### src/rtl/sram_bus_arbiter_pkg.sv
// Shared constants for the instruction/data SRAM-bus arbiter: requester IDs
// recorded in the response-order FIFO and the SRAM-like size encodings.
package sram_bus_arbiter_pkg;

  localparam logic REQ_INST = 1'b0;
  localparam logic REQ_DATA = 1'b1;

  localparam logic [1:0] SIZE_BYTE = 2'd0;
  localparam logic [1:0] SIZE_HALF = 2'd1;
  localparam logic [1:0] SIZE_WORD = 2'd2;

endpackage

### src/rtl/arb_id_fifo.sv
// 1-bit-wide in-order FIFO holding the requester ID of each accepted request
// until its response returns; count is kept apart from the wrapping pointers.
module arb_id_fifo #(
  parameter int DEPTH = 4,
  parameter int AW    = $clog2(DEPTH)
) (
  input  logic        clk,
  input  logic        rst_n,
  input  logic        push_i,
  input  logic        id_i,
  input  logic        pop_i,
  output logic        full_o,
  output logic        empty_o,
  output logic [AW:0] count_o,
  output logic        head_o
);

  logic [DEPTH-1:0] mem_q;
  logic [AW-1:0]    wptr_q, rptr_q;
  logic [AW:0]      cnt_q;
  logic             push_ok, pop_ok;

  assign full_o  = (cnt_q == (AW+1)'(DEPTH));
  assign empty_o = (cnt_q == '0);
  assign count_o = cnt_q;
  assign head_o  = mem_q[rptr_q];

  assign push_ok = push_i && !full_o;
  assign pop_ok  = pop_i && !empty_o;

  always_ff @(posedge clk or negedge rst_n) begin
    if (!rst_n) begin
      mem_q  <= '0;
      wptr_q <= '0;
      rptr_q <= '0;
      cnt_q  <= '0;
    end else begin
      if (push_ok) begin
        mem_q[wptr_q] <= id_i;
        wptr_q        <= wptr_q + AW'(1);
      end
      if (pop_ok) rptr_q <= rptr_q + AW'(1);
      case ({push_ok, pop_ok})
        2'b10:   cnt_q <= cnt_q + (AW+1)'(1);
        2'b01:   cnt_q <= cnt_q - (AW+1)'(1);
        default: cnt_q <= cnt_q;
      endcase
    end
  end

endmodule

### src/rtl/sram_bus_arbiter.sv
// Merges the fetch and data SRAM-like masters onto one slave port: data wins
// by default, a starved fetch is forced through once, responses routed in order.
module sram_bus_arbiter
  import sram_bus_arbiter_pkg::*;
#(
  parameter int OUTSTANDING = 4,
  parameter int STARVE_MAX  = 7,
  parameter int CW          = $clog2(OUTSTANDING) + 1
) (
  input  logic          clk,
  input  logic          resetn,
  input  logic          inst_req,
  input  logic [31:0]   inst_addr,
  output logic          inst_addr_ok,
  output logic          inst_data_ok,
  output logic [31:0]   inst_rdata,
  input  logic          data_req,
  input  logic          data_wr,
  input  logic [1:0]    data_size,
  input  logic [31:0]   data_addr,
  input  logic [31:0]   data_wdata,
  output logic          data_addr_ok,
  output logic          data_data_ok,
  output logic [31:0]   data_rdata,
  output logic          bus_req,
  output logic          bus_wr,
  output logic [1:0]    bus_size,
  output logic [31:0]   bus_addr,
  output logic [31:0]   bus_wdata,
  input  logic          bus_addr_ok,
  input  logic          bus_data_ok,
  input  logic [31:0]   bus_rdata,
  output logic [CW-1:0] outstanding,
  output logic          err
);

  localparam int SW = $clog2(STARVE_MAX + 1);

  logic [SW-1:0] starve_q, starve_d;
  logic          err_q, err_d;
  logic          fifo_full, fifo_empty, fifo_head;
  logic          sel_data, sel_inst, accept, pop;

  assign sel_data = data_req && !(inst_req && (starve_q == SW'(STARVE_MAX)));
  assign sel_inst = inst_req && !sel_data;

  // Gated by resetn so nothing can be granted or pushed while reset is held.
  assign bus_req   = resetn && (inst_req || data_req) && !fifo_full;
  assign bus_wr    = sel_data ? data_wr    : 1'b0;
  assign bus_size  = sel_data ? data_size  : SIZE_WORD;
  assign bus_addr  = sel_data ? data_addr  : inst_addr;
  assign bus_wdata = sel_data ? data_wdata : 32'h0;

  assign accept       = bus_addr_ok && bus_req;
  assign inst_addr_ok = accept && sel_inst;
  assign data_addr_ok = accept && sel_data;

  assign pop          = bus_data_ok && !fifo_empty;
  assign inst_data_ok = pop && (fifo_head == REQ_INST);
  assign data_data_ok = pop && (fifo_head == REQ_DATA);
  assign inst_rdata   = bus_rdata;
  assign data_rdata   = bus_rdata;
  assign err          = err_q;

  arb_id_fifo #(.DEPTH(OUTSTANDING)) u_id_fifo (
    .clk    (clk),
    .rst_n  (resetn),
    .push_i (accept),
    .id_i   (sel_data ? REQ_DATA : REQ_INST),
    .pop_i  (pop),
    .full_o (fifo_full),
    .empty_o(fifo_empty),
    .count_o(outstanding),
    .head_o (fifo_head)
  );

  always_comb begin
    starve_d = starve_q;
    if (!inst_req || inst_addr_ok)           starve_d = '0;
    else if (starve_q != SW'(STARVE_MAX))    starve_d = starve_q + SW'(1);
    // A response with nothing in flight is a slave protocol violation.
    err_d = err_q || (bus_data_ok && fifo_empty);
  end

  always_ff @(posedge clk or negedge resetn) begin
    if (!resetn) begin
      starve_q <= '0;
      err_q    <= 1'b0;
    end else begin
      starve_q <= starve_d;
      err_q    <= err_d;
    end
  end

endmodule

### config.mk
export PLATFORM = sky130hd
export DESIGN_NAME = sram_bus_arbiter
export DESIGN_NICKNAME = d
export VERILOG_FILES = /design/src/rtl/sram_bus_arbiter_pkg.sv /design/src/rtl/arb_id_fifo.sv /design/src/rtl/sram_bus_arbiter.sv
export SDC_FILE = /design/constraint.sdc
export NUM_CORES = 1
export LEC_CHECK = 0
export BUFFER_PORTS_ARGS = -buffer_cell sky130_fd_sc_hd__buf_4
export CORE_AREA = 2 2 107 109
export CTS_BUF_LIST = sky130_fd_sc_hd__clkbuf_4 sky130_fd_sc_hd__clkbuf_8
export CTS_CLUSTER_SIZE = 24
export DETAILED_ROUTE_END_ITERATION = 8
export DIE_AREA = 0 0 109 111
export GPL_ROUTABILITY_DRIVEN = 0
export SLEW_MARGIN = 20
export SYNTH_ARGS = -nofsm -noshare
export SYNTH_HDL_FRONTEND = slang
export SYNTH_SLANG_ARGS = --single-unit
### constraint.sdc
create_clock -name clk -period 2.6 [get_ports clk]
set_clock_uncertainty 0.05 [all_clocks]
set_input_delay 0.26 -clock clk [delete_from_list [all_inputs] [get_ports clk]]
set_output_delay 0.26 -clock clk [all_outputs]
set_load 0.01 [all_outputs]
==> impl_results.md <==
* Sw Pwr at 0.000528 W
* Final period util at 93.1%
* Synth top area share at 24.1%
* Worst-case clock buffer depth at 2
* Max H-tree Level at 1
* GRT overflow at 0
* Core Footprint at 11,100 um^2
* Library cells used by synthesis at 35
* Count of filler cells inserted in the layout at 1,175
* Cell area power density at 473 nW/um^2
* Setup-failing EPs final at 0
* Final worst slack at 0.179 ns
* Kind of critical path: reg -> out
* Post-synth EDFFs at 0
* Clock latency on the worst-skew pair at 0.25 ns
* Die width at 109 um
* Pre-CTS WS at 0.324 ns
* Slew margin rel. at 84.9%
* DR vias at 1,844
* Maximum net fanout on the critical path at 10
* Row count at 39
* CTS Buf Count at 3
* Post-synthesis register bit count at 15
* Vias in the first global route at 1,755
* Tmin final at 2.42 ns
* RSZ-0062 raised after global routing: false
* Pint at 0.000961 W
* Reg power frac at 29.3%
* CTS tree: yes
* Slew Limit Fails at 0
* Crit path DAT at 2.11 ns
* DRC at 0
* Routed WL at 7070 um
* Hold depth at 2
* Hold Crit Class: in -> reg
* Count of warnings emitted by yosys at 0
* Area Overhead vs Synth at 57.7%
* Fmax achieved at 413 MHz
* Lkg Pwr at 1.59 nW
* Post-synth net total at 358
* Worst Tran Pin Value at 0.226 ns
* Max-Cap Viols at 0
* Clock Tree Root: clkbuf_8
* Sequential fraction of the synthesis area at 18.8%
* Most frequent cells in the layout: buf_4, and2_1, mux2_2, dfrtp_1
* Top cells by area, synth: buf_4, mux2_2, dfrtp_1
* R2R depth at 9
* Finished Core Util at 28.4%
* Starting Density at 18.0%
* Vias/cell at 3.90
* Drt first pass iters at 4
* Die Y at 111 um
* Number of primary I/O pins at 277
* Post-synth ARST share at 100%
* Commonest non-fill, non-tap cell in the layout: buf_4
* Largest net degree at the start of global routing at 64
* Outcome: finished, final reports clean
* GRT Overall Usage at 9.93%
* Ys flop type: dfrtp_1
* Avg Cell Area, Syn at 9.36 um^2
* Comb power frac at 58.0%
* Proportion of layout cells with a drive suffix above 1 at 70.3%
* Number of port buffers at 180
* Synth Cell Area at 1990 um^2
* CTS clock-pin slew for the worst setup and hold paths at 0.06 ns
* Initial antenna violation count at 0
* VDD IR max at 0.440 mV
* Final ANT Viol Nets at 0
* Final antenna diode count at 0
* CP Capture Type: primary output
* Area leader, netlist: buf_4
* Switch share at 35.4%
* TNS Setup at 0 ns
* Final nets at 476
* Clock sinks at 15
* Setup crit start kind: register
* DR iter-0 viols at 19
* WL/cell at 14.9 um
* Endpoints failing hold at 0
* Clock power share at 12.7%
* Die area at 12,100 um^2
* First-pass GRT wire length at 9460 um
* DPL Wire Length at 5650 um
* Critical path required time at 2.29 ns
* Post-Synthesis Cells at 213
## cell usage after synthesis, types with 2 or more instances
library cell	count
xor2_1	4
a21oi_1	3
buf_4	64
clkbuf_1	4
nor3b_1	2
dfrtp_1	15
mux2_2	34
and2_1	35
o21a_1	3
buf_2	4
mux2i_1	3
nand3_1	4
xnor2_1	3
and3b_1	2
mux2_1	2
ha_1	7
inv_1	6
## power groups by stage
stage               sequential, W  clock [W]  combinational (W)
floorplan                0.000431          0           0.000561
global placement         0.000433          0           0.000838
detailed placement       0.000439          0           0.000858
CTS                      0.000436   0.000194           0.000864
global route             0.000458   0.000203           0.000947
finish                   0.000436   0.000189           0.000863
## critical path, cell delays in order, from the launching register on
cell and delay, ns:
dfrtp_1 0.40, ha_1 0.22, ha_2 0.24, a21boi_4 0.25
buf_4 0.24, mux2_2 0.37, buf_4 0.15
## flip-flops by register name, summed over array words and instances, names as in the netlist
register,flops
u_id_fifo.mem_q,4
starve_q,3
u_id_fifo.count_o,3
u_id_fifo.rptr_q,2
u_id_fifo.wptr_q,2
err,1
## logic make-up (layout without fill, tap and decap cells)
kind of cell	Yosys count	after routing	synth area share, %
AO/OA/AOI/OAI	11	11	5.08
XOR/XNOR	7	7	3.07
adder cells (fa/ha/maj)	8	8	5.40
buffers and inverters	80	197	27.8
flip-flops	15	15	18.8
multiplexers	41	41	23.7
AND/OR/NAND/NOR	51	51	16.1
## final timing paths
check,from,slack (ns),endpoint
min in group asynchronous,resetn,0.35,u_id_fifo.rptr_q[1]$_DFFE_PN0P_
setup reg to reg,u_id_fifo.count_o[1]$_DFFE_PN0P_,0.36,u_id_fifo.count_o[2]$_DFFE_PN0P_
hold / removal,bus_data_ok,0.18,err$_DFF_PN0_
max in group asynchronous,resetn,1.95,starve_q[2]$_DFFE_PN0P_
hold reg to reg,err$_DFF_PN0_,0.44,err$_DFF_PN0_
setup / recovery,starve_q[0]$_DFFE_PN0P_,0.18,bus_addr[14]
## timing repair
action,CTS,global route
hold endpoints to repair,15,0
setup buffers,0,1
hold buffers,1,0
resized for setup,0,1
setup endpoints to repair,0,22
## metal layers
layer,global-route usage (%),part of all wire [%],vias up
li1,-,-,870
met1,11.9,39,852
met2,18.1,51,112
met3,1.70,9.2,10
met4,2.14,0.78,0
met5,0,0,-
## per-stage QoR
stage / hold slack (ns) / power [W] / instances / instance area, um^2
after CTS: 0.181 / 0.00149 / 470 / 3080
after global routing: 0.189 / 0.00161 / 473 / 3140
after detailed placement: 0.0905 / 0.00130 / 465 / 3030
final: 0.182 / 0.00149 / 473 / 3140
after floorplan: -0.0856 / 0.000992 / 213 / 1990
after global placement: 0.0840 / 0.00127 / 465 / 3030
## area by class of cell
class	instances	area, um^2	area share (%)
sequential	15	375	11.9
clock inverter	1	5.00	0.159
clock buffer	3	41.3	1.31
multi-input combinational	118	1070	33.9
timing repair buffer	187	1450	46.2
tap	143	179	5.69
inverter	6	22.5	0.716
(Power assumes the default switching activity.)
